<file path="src/rtl/i2c_pkg.sv">
// Shared types and constants for the host-facing I2C target.
package i2c_pkg;

    typedef enum logic [2:0] {
        IDLE,
        ADDR,
        ADDR_ACK,
        WRITE,
        WRITE_ACK,
        READ,
        READ_ACK,
        IGNORE
    } i2c_state_t;

    localparam logic I2C_RW_READ = 1'b1;

endpackage

</file>
<file path="src/rtl/i2c_input_sync.sv">
// Synchronises raw SCL/SDA into the clk domain and flags edges and bus conditions.
module i2c_input_sync #(
    parameter int unsigned SYNC_STAGES = 2
) (
    input  logic clk,
    input  logic rst,
    input  logic i2c_scl,
    input  logic i2c_sda_in,
    output logic scl,
    output logic sda,
    output logic scl_rise,
    output logic scl_fall,
    output logic start_cond,
    output logic stop_cond
);

    logic [SYNC_STAGES-1:0] scl_sync;
    logic [SYNC_STAGES-1:0] sda_sync;
    logic                   scl_hist;
    logic                   sda_hist;

    // Flops reset to the idle (released) bus level so reset creates no false START.
    always_ff @(posedge clk) begin
        if (rst) begin
            scl_sync <= '1;
            sda_sync <= '1;
            scl_hist <= 1'b1;
            sda_hist <= 1'b1;
        end else begin
            scl_sync <= {scl_sync[SYNC_STAGES-2:0], i2c_scl};
            sda_sync <= {sda_sync[SYNC_STAGES-2:0], i2c_sda_in};
            scl_hist <= scl_sync[SYNC_STAGES-1];
            sda_hist <= sda_sync[SYNC_STAGES-1];
        end
    end

    assign scl        = scl_sync[SYNC_STAGES-1];
    assign sda        = sda_sync[SYNC_STAGES-1];
    assign scl_rise   = scl & ~scl_hist;
    assign scl_fall   = ~scl & scl_hist;
    assign start_cond = scl & scl_hist & sda_hist & ~sda;
    assign stop_cond  = scl & scl_hist & ~sda_hist & sda;

endmodule

</file>
<file path="src/rtl/i2c_target.sv">
// Byte-level I2C target: address match, write ACK, read shift-out, byte strobes.
module i2c_target
    import i2c_pkg::*;
#(
    parameter logic [6:0]  I2C_ADDRESS = 7'h2f,
    parameter int unsigned SYNC_STAGES = 2
) (
    input  logic       clk,
    input  logic       rst,
    input  logic       i2c_scl,
    input  logic       i2c_sda_in,
    output logic       i2c_sda_oe,
    output logic       start,
    output logic       stop,
    output logic       addressed,
    output logic       rd_nwr,
    output logic [7:0] rx_data,
    output logic       rx_valid,
    output logic       tx_req,
    input  logic [7:0] tx_data
);

    logic unused_scl;
    logic sda, scl_rise, scl_fall, start_cond, stop_cond;

    i2c_input_sync #(.SYNC_STAGES(SYNC_STAGES)) u_sync (
        .clk        (clk),
        .rst        (rst),
        .i2c_scl    (i2c_scl),
        .i2c_sda_in (i2c_sda_in),
        .scl        (unused_scl),
        .sda        (sda),
        .scl_rise   (scl_rise),
        .scl_fall   (scl_fall),
        .start_cond (start_cond),
        .stop_cond  (stop_cond)
    );

    i2c_state_t state, state_n;
    logic [2:0] bit_cnt, bit_cnt_n;
    logic [7:0] shift, shift_n, shifted;
    logic [7:0] tx_shift, tx_shift_n;
    logic       armed, armed_n;
    logic       load_pend;
    logic       oe_n, addressed_n, rd_nwr_n, start_n, stop_n, rx_valid_n, tx_req_n;
    logic [7:0] rx_data_n;

    always_ff @(posedge clk) begin
        if (rst) begin
            state      <= IDLE;
            bit_cnt    <= '0;
            shift      <= '0;
            tx_shift   <= '0;
            armed      <= 1'b0;
            load_pend  <= 1'b0;
            i2c_sda_oe <= 1'b0;
            addressed  <= 1'b0;
            rd_nwr     <= 1'b0;
            rx_data    <= '0;
            start      <= 1'b0;
            stop       <= 1'b0;
            rx_valid   <= 1'b0;
            tx_req     <= 1'b0;
        end else begin
            state      <= state_n;
            bit_cnt    <= bit_cnt_n;
            shift      <= shift_n;
            tx_shift   <= tx_shift_n;
            armed      <= armed_n;
            load_pend  <= tx_req;
            i2c_sda_oe <= oe_n;
            addressed  <= addressed_n;
            rd_nwr     <= rd_nwr_n;
            rx_data    <= rx_data_n;
            start      <= start_n;
            stop       <= stop_n;
            rx_valid   <= rx_valid_n;
            tx_req     <= tx_req_n;
        end
    end

    // 'armed' marks that the 8th bit has been taken and the next SCL fall opens the ACK slot.
    always_comb begin
        state_n     = state;
        bit_cnt_n   = bit_cnt;
        shift_n     = shift;
        tx_shift_n  = tx_shift;
        armed_n     = armed;
        oe_n        = i2c_sda_oe;
        addressed_n = addressed;
        rd_nwr_n    = rd_nwr;
        rx_data_n   = rx_data;
        start_n     = 1'b0;
        stop_n      = 1'b0;
        rx_valid_n  = 1'b0;
        tx_req_n    = 1'b0;
        shifted     = {shift[6:0], sda};

        if (load_pend) tx_shift_n = tx_data;

        if (start_cond) begin
            start_n     = 1'b1;
            state_n     = ADDR;
            bit_cnt_n   = '0;
            armed_n     = 1'b0;
            oe_n        = 1'b0;
            addressed_n = 1'b0;
        end else if (stop_cond) begin
            stop_n      = 1'b1;
            state_n     = IDLE;
            armed_n     = 1'b0;
            oe_n        = 1'b0;
            addressed_n = 1'b0;
        end else begin
            unique case (state)
                ADDR: begin
                    if (scl_rise && !armed) begin
                        shift_n   = shifted;
                        bit_cnt_n = bit_cnt + 3'd1;
                        if (bit_cnt == 3'd7) begin
                            if (shifted[7:1] == I2C_ADDRESS) begin
                                rd_nwr_n = shifted[0];
                                armed_n  = 1'b1;
                            end else begin
                                state_n = IGNORE;
                            end
                        end
                    end else if (scl_fall && armed) begin
                        armed_n  = 1'b0;
                        oe_n     = 1'b1;
                        state_n  = ADDR_ACK;
                        tx_req_n = (rd_nwr == I2C_RW_READ);
                    end
                end
                ADDR_ACK: begin
                    if (scl_fall) begin
                        addressed_n = 1'b1;
                        bit_cnt_n   = '0;
                        if (rd_nwr == I2C_RW_READ) begin
                            oe_n    = ~tx_shift[7];
                            state_n = READ;
                        end else begin
                            oe_n    = 1'b0;
                            state_n = WRITE;
                        end
                    end
                end
                WRITE: begin
                    if (scl_rise && !armed) begin
                        shift_n   = shifted;
                        bit_cnt_n = bit_cnt + 3'd1;
                        if (bit_cnt == 3'd7) begin
                            rx_data_n  = shifted;
                            rx_valid_n = 1'b1;
                            armed_n    = 1'b1;
                        end
                    end else if (scl_fall && armed) begin
                        armed_n = 1'b0;
                        oe_n    = 1'b1;
                        state_n = WRITE_ACK;
                    end
                end
                WRITE_ACK: begin
                    if (scl_fall) begin
                        oe_n    = 1'b0;
                        state_n = WRITE;
                    end
                end
                READ: begin
                    if (scl_fall) begin
                        bit_cnt_n = bit_cnt + 3'd1;
                        if (bit_cnt == 3'd7) begin
                            oe_n    = 1'b0;
                            state_n = READ_ACK;
                        end else begin
                            oe_n       = ~tx_shift[6];
                            tx_shift_n = {tx_shift[6:0], 1'b0};
                        end
                    end
                end
                READ_ACK: begin
                    if (scl_rise && !armed) begin
                        if (!sda) begin
                            tx_req_n = 1'b1;
                            armed_n  = 1'b1;
                        end else begin
                            state_n = IGNORE;
                        end
                    end else if (scl_fall && armed) begin
                        armed_n = 1'b0;
                        oe_n    = ~tx_shift[7];
                        state_n = READ;
                    end
                end
                default: ;
            endcase
        end
    end

endmodule

</file>
<file path="config.mk">
export PLATFORM = sky130hd
export DESIGN_NAME = i2c_target
export DESIGN_NICKNAME = d
export VERILOG_FILES = /design/src/rtl/i2c_pkg.sv /design/src/rtl/i2c_input_sync.sv /design/src/rtl/i2c_target.sv
export SDC_FILE = /design/constraint.sdc
export NUM_CORES = 1
export LEC_CHECK = 0
export ABC_AREA = 1
export ABC_CLOCK_PERIOD_IN_PS = 2500
export CAP_MARGIN = 20
export CORE_ASPECT_RATIO = 0.7
export CORE_MARGIN = 2
export CORE_UTILIZATION = 59
export DETAILED_ROUTE_END_ITERATION = 7
export GPL_ROUTABILITY_DRIVEN = 0
export PLACE_DENSITY_LB_ADDON = 0.2
export RECOVER_POWER = 100
export SLEW_MARGIN = 20
export SYNTH_ARGS = -nofsm -noshare
export SYNTH_HDL_FRONTEND = slang
export SYNTH_SLANG_ARGS = --single-unit
</file>
<file path="constraint.sdc">
create_clock -name clk -period 2.5 [get_ports clk]
set_input_delay 0.75 -clock clk [delete_from_list [all_inputs] [get_ports clk]]
set_output_delay 0.75 -clock clk [all_outputs]
set_load 0.02 [all_outputs]
</file>
Word-level counts from Yosys, hierarchy flattened
Cells that the tools add are included.

storage, ports and cells
  flip-flop bits (word level) = 44
  input bits = 12
  output and inout port bits = 15

cells by class
  mux-type cells = 54
  $add $sub $neg = 1
  bitwise operators = 17
  equality and inequality tests = 38
  reduce and logical (&&, ||, !) cells = 21

operators by type and width
  cell                                                   count
  2-to-1 mux 3 bit                                       17
  2-to-1 mux 8 bit                                       6
  2-to-1 mux 1 bit                                       26
  inequality test 4 bit, second input constant           6
  AND reduction 12 bit                                   2
  inequality test 3 bit, second input constant           7
  inequality test 5 bit, second input constant           4
  inequality test 2 bit, second input constant           9
  case mux 3 bit (6 select lines)                        1
  AND reduction 5 bit                                    3
  == test 3 bit, second input constant                   4
  NOT 1 bit                                              10
  case mux 3 bit (3 select lines)                        1
  AND reduction 8 bit                                    1
  nonzero test 8 bit                                     1
  AND 1 bit                                              7
  == test 7 x 6 -> 1 bit, second input constant          1
  == test 3 x 2 -> 1 bit, second input constant          2
  AND reduction 6 bit                                    1
  nonzero test 3 bit                                     2
  nonzero test 6 bit                                     1
  inequality test 5 x 4 -> 1 bit, second input constant  1
  case mux 1 bit (5 select lines)                        1
  nonzero test 5 bit                                     1
  other kinds (13)                                       16

Longest topological paths before layout
Gate-level depths: netlist of the first run.

  depth in word-level cells = 8
  depth in mapped cells = 12

Modules after synthesis
Synthesis of the first run repeated with hierarchy kept, for this count alone.

second synthesis, totals
  cells, all modules = 298
  area total of the unflattened synthesis = 2110.8 µm²

by module, submodules not included
  module          cells an instance  area each (µm²)  instances
  i2c_target      274                1913.1           1
  i2c_input_sync  24                 197.7            1

Worst setup path after synthesis of the first run
OpenSTA, ideal clock, no wires.

  path kind = register to register
  from = reg bit_cnt[0]
  to = reg tx_shift[4]
  path buffers = 1
  setup time = 0.070 ns
  setup slack = 0.930 ns
  arrival = 1.501 ns
  stages on the path, launching flop included = 11
  cells stage by stage = dfxtp_1 ha_1 ha_1 inv_1 nand4_1 inv_1 nand2_1 inv_1 buf_2 o21ai_0 a21oi_1

on the way
  longest elaborated chain between the ends = 6

RTL lines
  item                    RTL line           text
  start, declared         i2c_target.sv:40   logic [2:0] bit_cnt, bit_cnt_n;
  start signal, assigned  i2c_target.sv:66   bit_cnt <= bit_cnt_n;
  == test 3 bit           i2c_target.sv:172  if (bit_cnt == 3'd7) begin
  2-to-1 mux 8 bit        i2c_target.sv:172
  2-to-1 mux 8 bit        i2c_target.sv:170  if (scl_fall) begin
  2-to-1 mux 8 bit        i2c_target.sv:115  unique case (state)
  2-to-1 mux 8 bit        i2c_target.sv:108  end else if (stop_cond) begin
  2-to-1 mux 8 bit        i2c_target.sv:101  if (start_cond) begin
  end signal, assigned    i2c_target.sv:68   tx_shift <= tx_shift_n;
  end, declared           i2c_target.sv:42   logic [7:0] tx_shift, tx_shift_n;

Every way passes these cells.
A chain may end at the register's enable or synchronous reset.

Worst setup path in the final report of the first run
  from = reg rd_nwr
  to = out rd_nwr

RTL lines
  item                    RTL line          text
  start, declared         i2c_target.sv:16  output logic rd_nwr,
  start signal, assigned  i2c_target.sv:73  rd_nwr <= rd_nwr_n;

No word-level cell between the ends.

==> impl_metrics.py, run 1 <==
metrics = {
    "status": {
        "status": "complete, no violations",
    },
    "critical_path": {
        "cp_data_required_time_ns": 1.75,
        "crit_type": "register to output port",
        "startpoint_type": "register",
        "cp_cell_sequence": "dlygate4sd3_1",
        "critPathSlowestCell": "dlygate4sd3_1",
        "worst-path-buf-inv": 1,
        "slowest_delay_ns": 0.71,
        "crit_fanout": 6,
        "endpoint_kind": "output port",
        "crit_family": "buffers and inverters",
        "cp.arrival_ns": 1.46,
    },
    "clock_tree": {
        "cts_sinks": 44,
        "cts.clk_slew.worst_paths_ns": 0.08,
        "postCtsHoldBufs": 0,
        "cts_tree": "built",
        "cts_setup_buffers": 0,
        "numCtsBuffers": 5,
        "clk_latency_ns": 0.30,
        "htree_num_levels": 2,
        "cts_root_buf": "clkbuf_8",
        "cts_max_path_buffers": 2,
        "postCtsResizedCells": 0,
    },
    "grt": {
        "grt_use_met3": 0.0578,
        "top_usage_layer": "met2",
        "grt_pass1_wl_um": 8450,
        "grt_start_max_net_pins": 26,
        "gr-usage-met2": 0.432,
        "overflow": 0,
        "grt_antenna_before_repair": 0,
        "use_met1": 0.355,
        "track_usage": 0.264,
        "first_global_vias": 1841,
    },
    "sta": {
        "rsz0062_at_grt": "false",
        "skew_ns": 0.00511,
        "min_period_over_period": 0.884,
        "drv_slew": 0,
        "min_period_ns": 2.21,
        "maxSlewHeadroom": 0.604,
        "fmax_ghz": 0.452,
        "tns_ns": 0,
        "setup_viol": 0,
        "tightest_slew_ns": 0.593,
        "setup_slack_ns": 0.290,
        "hold_viol_final": 0,
    },
    "floorplan": {
        "ios": 27,
        "core-area_um2": 3540,
        "die_w_um": 76.5,
        "die_h_um": 54.8,
        "dieArea_um2": 4190,
        "start_util": 0.614,
        "rows": 18,
    },
    "route": {
        "drt_iter0_markers": 186,
        "drc_errors": 0,
        "finalWirelength_um": 5140,
        "wire_per_inst_um": 13.1,
        "vias": 2082,
        "drt_pass1_iterations": 5,
        "antenna_left": 0,
        "via_per_inst": 5.30,
    },
    "placement": {
        "io_buffers": 26,
        "place_worst_setup_slack_ns": 0.458,
        "placed_cells_incl_taps": 386,
        "place_area_um2": 2470,
        "dp_hpwl_um": 3750,
    },
    "cells_and_area": {
        "design_area_um2": 2580,
        "fin_util": 0.730,
        "area_growth_pct": 18.8,
        "diodes": 0,
        "finalNonFillerCells": 393,
        "nets": 359,
        "drive_above_1_share": 0.0933,
    },
    "yosys": {
        "ys_top_cells_by_area": "dfxtp_1 (41%), nand2_1 (10%), nor2_1 (9.2%)",
        "syn_inst": 315,
        "syn_nets": 331,
        "ys_seq_area_frac": 0.406,
        "synth_top_cell_area_share": 0.406,
        "synth_cell_types": 28,
        "netlist_area_um2": 2170,
        "yosys.area.top_type": "dfxtp_1",
        "ys_ff_latch": 44,
        "yosys_warnings": 0,
        "avgSynthCellArea_um2": 6.90,
    },
    "power": {
        "p_sw_mw": 0.710,
        "p_comb_frac": 0.312,
        "p_int_mw": 1.35,
        "power_frac_seq": 0.382,
        "power_density_nw_per_um2": 799,
        "swShare": 0.345,
        "ir_worst_vdd_mv": 0.596,
        "power.share.clock": 0.306,
        "leakage_nw": 1.25,
    },
    "flow_run": {
        "cap_violations": 0,
    },
    "min_path": {
        "hold_path.class": "register to register",
    },
}
cells in the mapped netlist:
cell	number
inv_2	8
o22ai_1	1
buf_6	1
dfxtp_1	44
nor2_1	53
nor2_2	3
buf_4	1
o21ai_2	1
o21ai_0	32
mux2_2	1
clkinv_1	1
nand4_1	2
nand3_1	16
a211oi_1	2
nand3_2	7
mux2i_1	2
inv_1	34
clkbuf_1	4
nand2_4	1
buf_2	1
a21oi_2	1
nor3_1	6
a21oi_1	22
nor2_4	2
nand2_1	60
ha_1	4
nor4_1	1
or2_2	4
worst paths after layout:
check	from	endpoint	slack, ns	cells after the start
worst max-delay path	rd_nwr	rd_nwr	0.29	1
worst min-delay path	u_sync.scl_sync[0]	u_sync.scl_sync[1]	0.40	1
worst max register to register	state[0]	state[2]	0.40	9
worst min register to register	u_sync.scl_sync[0]	u_sync.scl_sync[1]	0.40	1
state kept, by name (all words and copies together) (netlist names), 2 cells and up:
signal	flops
state	3
u_sync.scl_sync	2
rx_data	8
shift	7
u_sync.sda_sync	2
bit_cnt	3
tx_shift	8
cell usage in the layout (no fill, tap or decap), types with 2 or more instances in the layout:
master	netlist	routed
inv_2	8	8
clkbuf_1	4	2
mux2i_1	2	2
nor3_1	6	6
o21ai_0	32	32
ha_1	4	4
nand4_1	2	2
nand3_1	16	18
a21oi_1	22	22
dfxtp_1	44	44
inv_1	34	34
bufinv_16	0	2
nor2_4	2	2
nand3_2	7	5
nor2_2	3	2
clkdlybuf4s50_1	0	10
dlygate4sd3_1	0	16
clkbuf_8	0	5
a211oi_1	2	2
nor2_1	53	54
or2_2	4	4
nand2_1	60	60
kinds of logic after synthesis:
kind of cell / Yosys count / share of synthesized area
AOI/OAI and AO/OA: 59 / 0.142
DFF: 44 / 0.406
muxes: 3 / 0.0144
buffers and inverters: 50 / 0.0922
and+or+nand+nor: 155 / 0.323
adders and majority gates: 4 / 0.0230
through the flow:
| step | hold slack [ns] | total power [mW] |
|---|---|---|
| 6_report | 0.405 | 2.06 |
| 5_1_grt | 0.421 | 2.19 |
| 4_1_cts | 0.409 | 2.07 |
| 3_5_place_dp | 0.394 | 1.44 |
| 3_3_place_gp | 0.395 | 1.43 |
| 2_1_floorplan | 0.389 | 1.30 |
per-layer routing:
layer	wire length, µm	vias up
met5	0	-
met4	59	0
met3	404	8
met2	2180	82
met1	2500	932
li1	-	1060
power by group through the flow:
stage	clock (mW)	combinational, mW	sequential [mW]
finish	0.631	0.643	0.787
CTS	0.635	0.644	0.788
global placement	0	0.626	0.804
detailed placement	0	0.637	0.804
global route	0.663	0.733	0.792
floorplan	0	0.510	0.790
layout make-up:
cell class,count,area (µm²)
fill,310,956
timing repair buffer,28,268
tap,50,62.6
clock buffer,5,68.8
sequential,44,881
inverter,43,161
multi-input combinational,221,1080
clock inverter,2,60.1
No activity file was read; power rests on OpenSTA's default activity.
==> inputs of run 2 (changes only) <==
Settings changed: CELL_PAD_IN_SITES_DETAIL_PLACEMENT set to 0, CELL_PAD_IN_SITES_GLOBAL_PLACEMENT set to 1, CORE_UTILIZATION 59 to 42, GPL_ROUTABILITY_DRIVEN 0 to 1.
==> run 2 against run 1 <==
Effect of this change: global-route usage decreased by 7.0 points; total power is 0.25% lower; worst setup slack gained 0.013 ns; via count down 2.5%; critical endpoint unchanged.
==> impl_metrics.py, run 2 (synthesis gave the netlist of run 1 again) <==
metrics = {
    "clock_tree": {
        "numCtsBuffers": 5,
        "cts_tree": "built",
        "htree_num_levels": 2,
        "clk_latency_ns": 0.30,
        "cts_sinks": 44,
        "cts_root_buf": "clkbuf_8",
        "cts_max_path_buffers": 2,
        "cts_setup_buffers": 0,
        "postCtsResizedCells": 0,
        "cts.clk_slew.worst_paths_ns": 0.08,
        "postCtsHoldBufs": 0,
    },
    "cells_and_area": {
        "diodes": 0,
        "design_area_um2": 2610,
        "layout_common_cells": "nand2_1 (60), nor2_1 (56), dfxtp_1 (44)",
        "drive_above_1_share": 0.0957,
        "layout_commonest_cell": "nand2_1",
        "nets": 361,
        "fillerInstances": 513,
        "area_growth_pct": 20.3,
        "reg_top3": "rx_data (8), tx_shift (8), shift (7)",
    },
    "grt": {
        "track_usage": 0.194,
        "gr-usage-met2": 0.269,
        "use_met1": 0.282,
        "grt_pass1_wl_um": 8800,
        "grt_antenna_before_repair": 0,
        "overflow": 0,
        "first_global_vias": 1824,
        "grt_start_max_net_pins": 26,
        "grt_use_met3": 0.0613,
        "top_usage_layer": "met1",
    },
    "sta": {
        "setup_slack_ns": 0.303,
        "tightest_slew_ns": 0.563,
        "skew_ns": 0.0104,
        "tns_ns": 0,
        "rsz0062_at_grt": "false",
        "holdWs_ns": 0.427,
        "drv_slew": 0,
        "hold_viol_final": 0,
        "min_period_over_period": 0.879,
        "setup_viol": 0,
        "maxSlewHeadroom": 0.623,
        "fmax_ghz": 0.455,
        "min_period_ns": 2.20,
    },
    "route": {
        "wire_per_inst_um": 12.6,
        "via_per_inst": 4.90,
        "drt_iter0_markers": 231,
        "vias": 2030,
        "drc_errors": 0,
        "antenna_left": 0,
        "finalWirelength_um": 5230,
        "drt_pass1_iterations": 5,
    },
    "floorplan": {
        "die_h_um": 64.2,
        "core-area_um2": 4890,
        "ios": 27,
        "dieArea_um2": 5770,
        "rows": 21,
        "die_w_um": 90.0,
        "start_util": 0.444,
    },
    "critical_path": {
        "crit_fanout": 6,
        "cp_data_required_time_ns": 1.75,
        "slowest_delay_ns": 0.70,
        "startpoint_type": "register",
        "critPathSlowestCell": "dlygate4sd3_1",
        "worst-path-buf-inv": 1,
        "endpoint_kind": "output port",
        "cp_cell_sequence": "dlygate4sd3_1",
        "crit_type": "register to output port",
        "crit_family": "buffers and inverters",
        "cp.arrival_ns": 1.45,
    },
    "placement": {
        "gp_congestion": 0.945,
        "dp_hpwl_um": 3930,
        "place_area_um2": 2510,
        "place_worst_setup_slack_ns": 0.545,
        "io_buffers": 26,
    },
    "flow_run": {
        "cap_violations": 0,
    },
    "power": {
        "power_mw": 2.06,
        "leakage_nw": 1.27,
        "ir_worst_vdd_mv": 0.436,
        "power_density_nw_per_um2": 787,
    },
    "status": {
        "status": "complete, no violations",
    },
    "min_path": {
        "hold_path.class": "register to register",
    },
}
## run 2: cell types whose count changed in the layout (fill, tap and decap cells not counted), sizes merged
cell	before	now
clkbuf	7	6
buf	0	3
## run 2: where the power goes
group | internal (mW) | switching (mW) | total (mW)
Sequential | 0.736 | 0.0491 | 0.786
Clock | 0.393 | 0.244 | 0.638
Combinational | 0.218 | 0.414 | 0.632
## run 2: worst paths after layout
path | start | end | slack [ns] | depth (start not counted)
min | u_sync.scl_sync[0] | u_sync.scl_sync[1] | 0.43 | 1
max reg2reg | bit_cnt[0] | tx_shift[4] | 0.51 | 9
min reg2reg | u_sync.scl_sync[0] | u_sync.scl_sync[1] | 0.43 | 1
max | rd_nwr | rd_nwr | 0.30 | 1
## run 2: final cells by class
class / instances / area [µm²] / area share
Inverter: 43 / 161 / 0.0618
Timing Repair Buffer: 30 / 287 / 0.110
Multi-Input combinational cell: 221 / 1070 / 0.409
Clock inverter: 2 / 60.1 / 0.0230
Tap cell: 69 / 86.3 / 0.0330
Clock buffer: 5 / 68.8 / 0.0263
Sequential cell: 44 / 881 / 0.337
## run 2: layer usage
metal | vias to the layer above | part of all wire
met2 | 55 | 0.37
met3 | 9 | 0.079
li1 | 1064 | -
met4 | 0 | 0.013
met1 | 902 | 0.54
met5 | - | 0
## run 2: per-stage QoR
step	std cells	utilization
after CTS	414	0.540
after global routing	414	0.535
final	414	0.535
after floorplan	315	-
after global placement	407	0.514
after detailed placement	407	0.514
